[src/rtl/port_lookup_sched.sv]
// -----------------------------------------------------------------------------
// port_lookup_sched
//
// Scheduler and configuration controller for the shared port-hash lookup
// datapath. One lookup pipeline is time-multiplexed between a source-port and
// a destination-port requester with round-robin arbitration. Every issued
// lookup carries a one-bit tag through a LAT-deep shift register so the result
// returns to the requester that issued it. Runtime table writes are serialised:
// the pipeline is drained first, so no lookup ever sees a half-written table.
//
// Ports
//   clk, rst                       clock, synchronous active-high reset
//   src_req/src_key/src_gnt        source requester (gnt is combinational)
//   dst_req/dst_key/dst_gnt        destination requester (gnt is combinational)
//   src_rvalid/src_index           source result pulse and index
//   dst_rvalid/dst_index           destination result pulse and index
//   cfg_req/cfg_sel/cfg_addr/
//   cfg_data/cfg_ack               table write request, ack pulses on write
//   lk_valid/lk_key                registered lookup issue to the datapath
//   lk_index                       datapath result, LAT cycles after lk_valid
//   tbl_we/tbl_sel/tbl_addr/
//   tbl_data                       registered table write port
//   busy                           lookups in flight or a write in progress
// -----------------------------------------------------------------------------
module port_lookup_sched #(
  parameter int IW  = 10,
  parameter int AW  = 10,
  parameter int LAT = 3
) (
  input  logic          clk,
  input  logic          rst,

  input  logic          src_req,
  input  logic [15:0]   src_key,
  output logic          src_gnt,
  input  logic          dst_req,
  input  logic [15:0]   dst_key,
  output logic          dst_gnt,

  output logic          src_rvalid,
  output logic [IW-1:0] src_index,
  output logic          dst_rvalid,
  output logic [IW-1:0] dst_index,

  input  logic          cfg_req,
  input  logic [1:0]    cfg_sel,
  input  logic [AW-1:0] cfg_addr,
  input  logic [15:0]   cfg_data,
  output logic          cfg_ack,

  output logic          lk_valid,
  output logic [15:0]   lk_key,
  input  logic [IW-1:0] lk_index,

  output logic          tbl_we,
  output logic [1:0]    tbl_sel,
  output logic [AW-1:0] tbl_addr,
  output logic [15:0]   tbl_data,

  output logic          busy
);

  typedef enum logic [1:0] {
    ST_RUN,
    ST_DRAIN,
    ST_WRITE
  } state_t;

  localparam logic [1:0] SEL_RESERVED = 2'd3;

  state_t          r_state;
  state_t          w_next_state;
  logic            r_prev_write;   // previous cycle was WRITE
  logic            r_rr;           // round-robin pointer: 0 = src, 1 = dst

  logic            r_lk_valid;
  logic            r_lk_tag;       // tag of the lookup currently on lk_valid
  logic [15:0]     r_lk_key;

  // Tag pipe: stage 0 follows lk_valid by one cycle, so the last stage lines
  // up with lk_index, which arrives LAT cycles after lk_valid.
  logic [LAT-1:0]  r_pipe_v;
  logic [LAT-1:0]  r_pipe_t;

  logic            r_src_rvalid;
  logic [IW-1:0]   r_src_index;
  logic            r_dst_rvalid;
  logic [IW-1:0]   r_dst_index;

  logic            r_tbl_we;
  logic [1:0]      r_tbl_sel;
  logic [AW-1:0]   r_tbl_addr;
  logic [15:0]     r_tbl_data;

  logic            w_src_gnt;
  logic            w_dst_gnt;
  logic            w_pipe_busy;
  logic            w_grant_ok;
  logic            w_do_write;

  assign w_pipe_busy = r_lk_valid | (|r_pipe_v);

  // Lookups are blocked while a write is pending, except in the cycle right
  // after a write, which always gives lookups a chance so back-to-back writes
  // cannot starve the requesters. Reset also masks grants so nothing is
  // issued into a pipe that is being cleared.
  assign w_grant_ok  = !rst && (!cfg_req || r_prev_write);

  // ---------------------------------------------------------------------------
  // Next-state and grant logic
  // ---------------------------------------------------------------------------
  always_comb begin
    // NOTE: every signal driven here gets a default first; a path that leaves
    // one unassigned would infer a latch.
    w_next_state = r_state;
    w_src_gnt    = 1'b0;
    w_dst_gnt    = 1'b0;

    case (r_state)
      ST_RUN: begin
        if (w_grant_ok) begin
          if (src_req && (!dst_req || !r_rr)) begin
            w_src_gnt = 1'b1;
          end else if (dst_req) begin
            w_dst_gnt = 1'b1;
          end
        end
        if (cfg_req && !r_prev_write) begin
          w_next_state = ST_DRAIN;
        end
      end

      ST_DRAIN: begin
        if (!w_pipe_busy) begin
          w_next_state = ST_WRITE;
        end
      end

      ST_WRITE: begin
        w_next_state = ST_RUN;
      end

      default: begin
        w_next_state = ST_RUN;
      end
    endcase
  end

  // The table write strobe is registered, so it is loaded on the edge that
  // enters WRITE and is visible in the same cycle as cfg_ack.
  assign w_do_write = (w_next_state == ST_WRITE);

  // ---------------------------------------------------------------------------
  // State, arbitration pointer and issue registers
  // ---------------------------------------------------------------------------
  always_ff @(posedge clk) begin
    // NOTE: sequential state uses non-blocking assignments so every register
    // samples the pre-edge values regardless of statement order.
    if (rst) begin
      r_state      <= ST_RUN;
      r_prev_write <= 1'b0;
      r_rr         <= 1'b0;
      r_lk_valid   <= 1'b0;
      r_lk_tag     <= 1'b0;
      r_lk_key     <= '0;
    end else begin
      r_state      <= w_next_state;
      r_prev_write <= (r_state == ST_WRITE);
      r_lk_valid   <= w_src_gnt | w_dst_gnt;
      r_lk_tag     <= w_dst_gnt;
      if (w_src_gnt) begin
        r_lk_key <= src_key;
        r_rr     <= 1'b1;
      end else if (w_dst_gnt) begin
        r_lk_key <= dst_key;
        r_rr     <= 1'b0;
      end
    end
  end

  // ---------------------------------------------------------------------------
  // Tag pipe and result return
  // ---------------------------------------------------------------------------
  always_ff @(posedge clk) begin
    // NOTE: the tag valid bits are reset so in-flight lookups are discarded;
    // without it a stale tag could produce a spurious rvalid after reset.
    if (rst) begin
      r_pipe_v <= '0;
      r_pipe_t <= '0;
    end else begin
      r_pipe_v[0] <= r_lk_valid;
      r_pipe_t[0] <= r_lk_tag;
      for (int i = 1; i < LAT; i++) begin
        r_pipe_v[i] <= r_pipe_v[i-1];
        r_pipe_t[i] <= r_pipe_t[i-1];
      end
    end
  end

  always_ff @(posedge clk) begin
    if (rst) begin
      r_src_rvalid <= 1'b0;
      r_src_index  <= '0;
      r_dst_rvalid <= 1'b0;
      r_dst_index  <= '0;
    end else begin
      r_src_rvalid <= r_pipe_v[LAT-1] && !r_pipe_t[LAT-1];
      r_dst_rvalid <= r_pipe_v[LAT-1] &&  r_pipe_t[LAT-1];
      if (r_pipe_v[LAT-1] && !r_pipe_t[LAT-1]) begin
        r_src_index <= lk_index;
      end
      if (r_pipe_v[LAT-1] && r_pipe_t[LAT-1]) begin
        r_dst_index <= lk_index;
      end
    end
  end

  // ---------------------------------------------------------------------------
  // Table write port
  // ---------------------------------------------------------------------------
  always_ff @(posedge clk) begin
    if (rst) begin
      r_tbl_we   <= 1'b0;
      r_tbl_sel  <= '0;
      r_tbl_addr <= '0;
      r_tbl_data <= '0;
    end else begin
      r_tbl_we <= w_do_write && (cfg_sel != SEL_RESERVED);
      // Reserved selects are acknowledged but leave the write port untouched.
      if (w_do_write && (cfg_sel != SEL_RESERVED)) begin
        r_tbl_sel  <= cfg_sel;
        r_tbl_addr <= cfg_addr;
        r_tbl_data <= cfg_data;
      end
    end
  end

  // ---------------------------------------------------------------------------
  // Outputs
  // ---------------------------------------------------------------------------
  assign src_gnt    = w_src_gnt;
  assign dst_gnt    = w_dst_gnt;
  assign src_rvalid = r_src_rvalid;
  assign src_index  = r_src_index;
  assign dst_rvalid = r_dst_rvalid;
  assign dst_index  = r_dst_index;
  assign cfg_ack    = (r_state == ST_WRITE);
  assign lk_valid   = r_lk_valid;
  assign lk_key     = r_lk_key;
  assign tbl_we     = r_tbl_we;
  assign tbl_sel    = r_tbl_sel;
  assign tbl_addr   = r_tbl_addr;
  assign tbl_data   = r_tbl_data;
  assign busy       = w_pipe_busy | (r_state != ST_RUN);

endmodule

[config.mk]
export PLATFORM = sky130hd
export DESIGN_NAME = port_lookup_sched
export DESIGN_NICKNAME = d
export VERILOG_FILES = /design/src/rtl/port_lookup_sched.sv
export SDC_FILE = /design/constraint.sdc
export NUM_CORES = 1
export LEC_CHECK = 0
export ABC_CLOCK_PERIOD_IN_PS = 2000
export CORE_MARGIN = 2
export CORE_UTILIZATION = 30
export DETAILED_ROUTE_END_ITERATION = 6
export GPL_ROUTABILITY_DRIVEN = 0
export PLACE_DENSITY = 0.7
export SLEW_MARGIN = 25
export SYNTH_ARGS = -nofsm -noshare
export SYNTH_HDL_FRONTEND = slang
export SYNTH_SLANG_ARGS = --single-unit
[constraint.sdc]
create_clock -name clk -period 2 [get_ports clk]
set_clock_uncertainty 0.2 [all_clocks]
set_input_delay 0.2 -clock clk [delete_from_list [all_inputs] [get_ports clk]]
set_output_delay 0.2 -clock clk [all_outputs]
set_load 0.1 [all_outputs]
==> flow_summary.json, run 1 <==
{
  "cts_buffers": 9,
  "start_util_pct": 31.2,
  "hold_buffers": 0,
  "grt_use_met3_pct": 3.09,
  "first_global_vias": 2930,
  "grt_max_degree": 56,
  "cap_violations": 0,
  "num_rows": 36,
  "fin_tns_setup_ns": -0.948,
  "setup_viol": 27,
  "dieArea_um2": 11100,
  "layout_common_cells": "nand2_1, dfxtp_1, buf_4",
  "io_pins": 147,
  "fmax_ghz": 0.464,
  "antenna_found_initial": 0,
  "startpoint_type": "flop",
  "crit_fanout": 3,
  "ys_seq_area_share_pct": 51.4,
  "drtPass1Iterations": 4,
  "path_class": "flop to output pin",
  "min_period_over_period_pct": 108,
  "violations": "setup timing",
  "hp-class": "input port to flop",
  "synth-seq-cells": 79,
  "ant_nets": 0,
  "setup.worst_path.end_class": "output pin",
  "top_usage_layer": "met2",
  "viasPerCell": 4.68,
  "root_buffer": "clkbuf_8",
  "finalHoldViolCount": 0,
  "use_met1_pct": 17.9,
  "synthToLayoutAreaGrowth_pct": 59.2,
  "grt-ovfl-total": 0,
  "cp.required_ns": 1.60,
  "avgSynthCellArea_um2": 8.76,
  "synthCells": 351,
  "power.total_mw": 4.44,
  "status": "complete, but fails checks",
  "final_common_cell": "nand2_1",
  "vias": 2951,
  "core_area_um2": 9860,
  "power_density_nw_per_um2": 908,
  "slew_headroom_pct": 55.6,
  "period_needed_ns": 2.15,
  "peakVddDrop_mv": 0.502,
  "cp.arrival_ns": 1.75,
  "synth_top_area_share_pct": 51.4,
  "clkLatencyLatePin_ns": 0.32,
  "drc": 0,
  "leakagePower_nw": 1.95,
  "yosysWarnings": 0,
  "fin_ws_ns": -0.154,
  "drt_iter0_drc": 169,
  "antennaDiodeCount": 0,
  "detail_route.wl_per_cell_um": 14.2,
  "finalMaxSlewViolations": 0,
  "final_cells": 631,
  "die_h_um": 105,
  "htreeDepth": 3,
  "cts_tree": "built",
  "syn-num-nets": 426,
  "synth.distinct_cells": 33,
  "track_usage_pct": 15.3,
  "hpwlAfterDp_mm": 6.20,
  "grt_pass1_wl_mm": 13.8,
  "gr-usage-met2_pct": 26.5,
  "dp_cells": 610,
  "cts_buffer_depth": 2,
  "clk_pin_slew_ns": 0.08,
  "synth_area_leader_cell": "dfxtp_1",
  "cts_sinks": 79,
  "routed_wl_mm": 8.94,
  "syn_area_um2": 3070,
  "die_x_um": 105,
  "worstMarginPinSlew_ns": 0.666,
  "synthTopCellsByArea": "dfxtp_1, nand2_1, mux2i_1, a311oi_1, a21oi_1",
  "rsz0062_at_grt": "yes",
  "nets": 568,
  "drive_gt1_share_pct": 23.5,
  "io_buffers": 146
}
## per-layer routing
metal | vias to the layer above | routed length (µm)
met5 | - | 0
met4 | 0 | 216
met3 | 17 | 455
met2 | 105 | 4390
met1 | 1350 | 3870
li1 | 1479 | -
## logic make-up (layout without fill, tap and decap cells)
kind of cell / count (synthesis) / in the layout / synth area share (%)
AOI/OAI and AO/OA: 63 / 63 / 14.4
buffers and inverters: 31 / 178 / 5.29
DFF: 79 / 79 / 51.4
muxes: 26 / 26 / 8.47
and+or+nand+nor: 152 / 152 / 20.4
## path summary, 6_finish.rpt
| kind | startpoint | to | slack [ns] | cells past startpoint |
|---|---|---|---|---|
| min reg2reg | r_pipe_t[1]$_SDFF_PP0_ | r_pipe_t[2]$_SDFF_PP0_ | 0.24 | 1 |
| min | rst | r_rr$_SDFFE_PP0P_ | 0.19 | 4 |
| max reg2reg | lk_valid$_SDFF_PP0_ | tbl_addr[8]$_SDFFE_PP0P_ | -0.06 | 6 |
| max | lk_valid$_SDFF_PP0_ | busy | -0.15 | 3 |
## report_power, final
group / leakage (nW) / internal [mW] / switching (mW)
Clock: 0.140 / 1.03 / 0.563
Combinational: 1.17 / 0.384 / 0.782
Sequential: 0.642 / 1.65 / 0.0442
Total: 1.95 / 3.06 / 1.39
## flip-flops by register name, summed over array words and instances, names as in the netlist
name,count
dst_rvalid,1
src_index,10
lk_valid,1
lk_key,16
tbl_sel,2
dst_index,10
r_pipe_v,3
tbl_addr,10
tbl_we,1
r_lk_tag,1
tbl_data,16
src_rvalid,1
r_pipe_t,3
r_state,2
r_prev_write,1
r_rr,1
## what timing repair did
item	CTS	global route
pin swaps	2	1
resized for setup	0	6
gates cloned	0	3
endpoints found under the setup margin	1	30
setup buffers	1	1
## critical path, stage by stage, from the launching register on
cell,delay (ns)
dfxtp_4,0.35
or4_4,0.54
or3_4,0.36
buf_12,0.18
## through the flow
| stage | utilization, % | area, µm² | hold WS [ns] | setup slack [ns] |
|---|---|---|---|---|
| floorplan | - | 3100 | 0.0937 | -0.203 |
| global placement | 45.8 | 4520 | 0.219 | 0.0146 |
| detailed placement | 45.8 | 4520 | 0.222 | -0.0669 |
| CTS | 48.7 | 4800 | 0.168 | -0.184 |
| global route | 49.6 | 4890 | 0.202 | -0.208 |
| finish | 49.6 | 4890 | 0.190 | -0.154 |
## cells in the mapped netlist
master,instances
o32ai_1,1
mux2i_1,26
inv_2,1
and4_1,1
a2111oi_0,1
nand2b_1,3
o221a_2,2
a211oi_2,1
a311oi_1,16
buf_12,2
nor2_1,6
o21ba_2,1
or3_1,1
a21boi_1,1
a211oi_1,1
buf_6,1
a21bo_2,1
nor2b_1,8
or4_4,1
a21boi_0,2
buf_1,1
nand2_1,125
dfxtp_1,79
nand3_1,1
inv_1,2
clkbuf_1,19
and3_1,1
a21oi_1,20
a31oi_1,16
buf_2,5
or2_2,1
nor3_1,2
and2_1,2
## final cells by class
class	instances	area (µm²)
Fill cell	924	4970
Sequential cell	79	1590
Timing Repair Buffer	159	1480
Multi-Input combinational cell	241	1370
Tap cell	133	166
Clock buffer	11	151
Clock inverter	5	126
Inverter	3	11.3
No activity file was read; power rests on OpenSTA's default activity.
==> run 2, diff against run 1 <==
--- a/config.mk
+++ b/config.mk
@@ -6,10 +6,10 @@
 export NUM_CORES = 1
 export LEC_CHECK = 0
 export ABC_CLOCK_PERIOD_IN_PS = 2000
-export CORE_MARGIN = 2
 export CORE_UTILIZATION = 30
 export DETAILED_ROUTE_END_ITERATION = 6
 export GPL_ROUTABILITY_DRIVEN = 0
+export GPL_TIMING_DRIVEN = 0
 export PLACE_DENSITY = 0.7
 export SLEW_MARGIN = 25
 export SYNTH_ARGS = -nofsm -noshare
==> flow_summary.json, run 2 (synthesis results as in run 1) <==
{
  "cts_tree": "built",
  "whs_ns": 0.0493,
  "grt_pass1_wl_mm": 14.3,
  "cp.required_ns": 1.60,
  "routed_wl_mm": 9.13,
  "swShare_pct": 33.3,
  "setup_viol": 27,
  "status": "complete, but fails checks",
  "root_buffer": "clkbuf_8",
  "fmax_ghz": 0.462,
  "slowest_stage": "or4_4",
  "crit_start": "lk_valid$_SDFF_PP0_",
  "seq_power_share_pct": 40.3,
  "finalMaxSlewViolations": 0,
  "regArea_um2": 1590,
  "drt_iter0_drc": 90,
  "nets": 587,
  "path_cells": "or4_4, or3_4, buf_12",
  "cts_buffers": 9,
  "hold_path_end": "r_lk_tag$_SDFF_PP0_",
  "startpoint_type": "flop",
  "drtPass1Iterations": 4,
  "layout_common_cells": "nand2_1, dfxtp_1, clkdlybuf4s50_1",
  "finalHoldViolCount": 0,
  "r2r_start": "lk_valid$_SDFF_PP0_",
  "start_util_pct": 31.2,
  "die_h_um": 103,
  "wl_met3_um": 385,
  "pwr-share-clk_pct": 31.9,
  "grt_max_degree": 13,
  "final_area_um2": 5030,
  "viasPerCell": 4.69,
  "combPwrFrac_pct": 27.8,
  "fill_cells": 967,
  "crit_family": "simple AND/OR/NAND/NOR gates",
  "io_pins": 147,
  "worstMarginPinSlew_ns": 0.999,
  "period_needed_ns": 2.16,
  "critPathBufInv": 1,
  "cts_sinks": 79,
  "synthToLayoutAreaGrowth_pct": 63.6,
  "cts_buffer_depth": 2,
  "dr_wl_met2_mm": 4.52,
  "power.switching_mw": 1.40,
  "die_x_um": 103,
  "holdPathStages": 2,
  "antennaDiodeCount": 0,
  "track_usage_pct": 17.3,
  "path_class": "flop to output pin",
  "slew_headroom_pct": 33.7,
  "detail_route.wl_per_cell_um": 14.0,
  "cap_violations": 0,
  "dieArea_um2": 10700,
  "drive_gt1_share_pct": 10.6,
  "multi_input_area_um2": 1390,
  "rsz0062_at_grt": "yes",
  "grt-ovfl-total": 0,
  "highest_layer": "met4",
  "peakVddDrop_mv": 0.391,
  "num_rows": 36,
  "io_buffers": 145,
  "intPower_mw": 2.80,
  "power_density_nw_per_um2": 833,
  "antenna_found_initial": 0,
  "crit_fanout": 3,
  "critPathMaxStageDelay_ns": 0.54,
  "hpwlAfterDp_mm": 6.60,
  "reg2reg_slack_ns": -0.07,
  "htreeDepth": 3,
  "leakagePower_nw": 2.12,
  "final_common_cell": "nand2_1",
  "ant_nets": 0,
  "core_area_um2": 9860,
  "r2r-end": "tbl_addr[1]$_SDFFE_PP0P_",
  "hp-start": "src_req",
  "clk_pin_slew_ns": 0.08,
  "cp.arrival_ns": 1.76,
  "violations": "setup timing",
  "vias": 3049,
  "placed_area_um2": 4710,
  "hp-class": "input port to flop",
  "clkLatencyLatePin_ns": 0.33,
  "first_global_vias": 3004,
  "drc": 0,
  "met1_length_mm": 4.00,
  "fin_ws_ns": -0.164,
  "worstRegToRegCells": 6,
  "power.total_mw": 4.19,
  "setup.worst_path.end_class": "output pin",
  "min_period_over_period_pct": 108
}
## run 2: layout make-up
type	instances	share of cell area, %
sequential	79	31.5
timing repair buffer	150	29.6
multi-input combinational	241	27.6
buffer	28	3.31
tap	133	3.31
clock buffer	13	3.16
clock inverter	3	1.29
inverter	3	0.224
## run 2: power by group through the flow
stage	logic, mW	clock network, mW	registers, mW
floorplan	0.320	0	2.18
global placement	1.13	0	1.72
detailed placement	1.14	0	1.72
CTS	1.12	1.37	1.69
global route	1.22	1.43	1.70
finish	1.17	1.34	1.69
## run 2: per-stage QoR
step	util [%]	instances	setup TNS, ns	worst slack (ns)
2_1_floorplan	-	351	-0.203	-0.203
3_3_place_gp	47.8	629	-6.26	-1.33
3_5_place_dp	47.8	629	-6.69	-1.33
4_1_cts	49.8	647	-1.68	-0.191
5_1_grt	51.0	650	-3.17	-0.214
6_report	51.0	650	-1.04	-0.164
## run 2: timing repair
item | 4_1_cts | 5_1_grt
gates resized for setup | 103 | 28
setup endpoints to repair | 74 | 44
gates cloned | 0 | 2
hold buffers | 0 | 0
setup buffers | 2 | 1
endpoints found under the hold margin | 0 | 0
pin swaps | 3 | 0
## run 2: how the worst max path moves through the flow
| stage | to | cells past startpoint |
|---|---|---|
| global placement | src_gnt | 7 |
| floorplan | dst_gnt | 4 |
| finish | busy | 3 |
| detailed placement | src_gnt | 7 |
| global route | busy | 3 |
| CTS | busy | 3 |
## run 2: worst register-to-register path: stages (launching register included)
cell,delay [ns]
dfxtp_4,0.35
or4_4,0.54
buf_4,0.17
a211oi_2,0.17
buf_6,0.20
clkbuf_16,0.17
mux2i_1,0.18
## run 2: metal layers
metal | track usage (%) | up-vias
met5 | 0 | -
met4 | 7.80 | 0
met3 | 3.09 | 17
met2 | 30.7 | 83
met1 | 20.4 | 1438
li1 | - | 1511
==> run 3, diff against run 2 <==
--- a/config.mk
+++ b/config.mk
@@ -5,7 +5,7 @@
 export SDC_FILE = /design/constraint.sdc
 export NUM_CORES = 1
 export LEC_CHECK = 0
-export ABC_CLOCK_PERIOD_IN_PS = 2000
+export ABC_CLOCK_PERIOD_IN_PS = 2300
 export CORE_UTILIZATION = 30
 export DETAILED_ROUTE_END_ITERATION = 6
 export GPL_ROUTABILITY_DRIVEN = 0
==> constraint.sdc (replaced) <==
create_clock -name clk -period 2.3 [get_ports clk]
set_clock_uncertainty 0.2 [all_clocks]
set_input_delay 0.23 -clock clk [delete_from_list [all_inputs] [get_ports clk]]
set_output_delay 0.23 -clock clk [all_outputs]
set_load 0.1 [all_outputs]
==> flow_summary.json, run 3 (synthesis results as in run 1) <==
{
  "vias": 2981,
  "dieArea_um2": 10700,
  "setup.worst_path.end_class": "output pin",
  "placed_area_um2": 4710,
  "finalMaxSlewViolations": 0,
  "die_h_um": 103,
  "hpwlAfterDp_mm": 6.47,
  "setup_viol": 0,
  "peakVddDrop_mv": 0.343,
  "cts_buffers": 9,
  "slew_headroom_pct": 32.0,
  "whs_ns": 0.238,
  "pre_cts_slack_ns": -1.15,
  "cts_sinks": 79,
  "root_buffer": "clkbuf_8",
  "hp-class": "input port to flop",
  "grt_max_degree": 14,
  "fmax_ghz": 0.443,
  "cts_tree": "built",
  "grt-ovfl-total": 0,
  "detail_route.wl_per_cell_um": 13.6,
  "fin_ws_ns": 0.0410,
  "path_class": "flop to output pin",
  "cts_buffer_depth": 2,
  "dp_cells": 629,
  "crit_fanout": 2,
  "synthToLayoutAreaGrowth_pct": 63.3,
  "worstMarginPinSlew_ns": 1.02,
  "core_area_um2": 9860,
  "track_usage_pct": 16.5,
  "cap_violations": 0,
  "slowest_stage": "clkdlybuf4s50_1",
  "ant_nets": 0,
  "num_rows": 36,
  "layout_common_cells": "nand2_1, clkdlybuf4s50_1, dfxtp_1",
  "critPathMaxStageDelay_ns": 1.14,
  "final_area_um2": 5020,
  "rsz0062_at_grt": "no",
  "power.total_mw": 3.49,
  "viasPerCell": 4.64,
  "first_global_vias": 2925,
  "io_buffers": 145,
  "clkLatencyLatePin_ns": 0.34,
  "antenna_found_initial": 0,
  "startpoint_type": "flop",
  "die_x_um": 103,
  "status": "finished, final reports clean",
  "io_pins": 147,
  "hold_buffers": 0,
  "min_period_over_period_pct": 98.2,
  "fin_util_pct": 50.9,
  "clk_pin_slew_ns": 0.08,
  "path_cells": "clkdlybuf4s50_1",
  "antennaDiodeCount": 0,
  "routed_wl_mm": 8.74,
  "finalHoldViolCount": 0,
  "final_common_cell": "nand2_1",
  "drtPass1Iterations": 4,
  "drive_gt1_share_pct": 8.24,
  "crit_family": "buffers and inverters",
  "period_needed_ns": 2.26,
  "cp.required_ns": 1.87,
  "leakagePower_nw": 2.44,
  "htreeDepth": 3,
  "drt_iter0_drc": 70,
  "grt_pass1_wl_mm": 13.5,
  "final_cells": 643,
  "critPathBufInv": 1,
  "cp.arrival_ns": 1.83,
  "power_density_nw_per_um2": 695,
  "drc": 0,
  "start_util_pct": 31.2,
  "nets": 581,
  "fin_tns_setup_ns": 0
}
-- run 3: changes by cell type in the layout (fill, tap and decap cells not counted), moves of 3 or more --
cell	before	now
dlygate4sd2_1	60	0
dlymetal6s2s_1	1	39
clkdlybuf4s50_1	72	102
clkdlybuf4s15_1	8	0
buf_12	6	3
buf_2	7	4
-- run 3: timing repair --
item                                    CTS  global route
buffers inserted                          0             0
endpoints found under the setup margin    4            42
pin swaps                                 0             1
resized for setup                        25            50
-- run 3: area by class of cell --
| cell class | count | area, µm² |
|---|---|---|
| fillers | 932 | 4840 |
| well taps | 133 | 166 |
| repair buffers | 145 | 1550 |
| clock inverters | 5 | 58.8 |
| plain buffers | 27 | 158 |
| multi-input cells | 241 | 1350 |
| clock buffers | 10 | 138 |
| flip-flops and latches | 79 | 1580 |
| inverters | 3 | 11.3 |
-- run 3: metal layers --
layer  track usage [%]  up-vias  wire (µm)
met3              4.23       10        560
met1              20.0     1375       3790
li1                  -     1499          -
met5                 0        -          0
met4              6.93        0        123
met2              27.8       97       4260
-- run 3: final timing paths --
path	from	endpoint	slack, ns	cells past startpoint
max	tbl_data[5]$_SDFFE_PP0P_	tbl_data[5]	0.04	1
min	cfg_data[14]	tbl_data[14]$_SDFFE_PP0P_	0.24	3
max reg2reg	r_pipe_v[1]$_SDFF_PP0_	tbl_data[6]$_SDFFE_PP0P_	0.33	5
min reg2reg	r_lk_tag$_SDFF_PP0_	r_pipe_t[0]$_SDFF_PP0_	0.24	1
-- run 3: power breakdown --
group	total [mW]	internal [mW]	switching [mW]
sequential	1.47	1.43	0.0360
combinational	0.999	0.329	0.670
clock	1.02	0.525	0.497
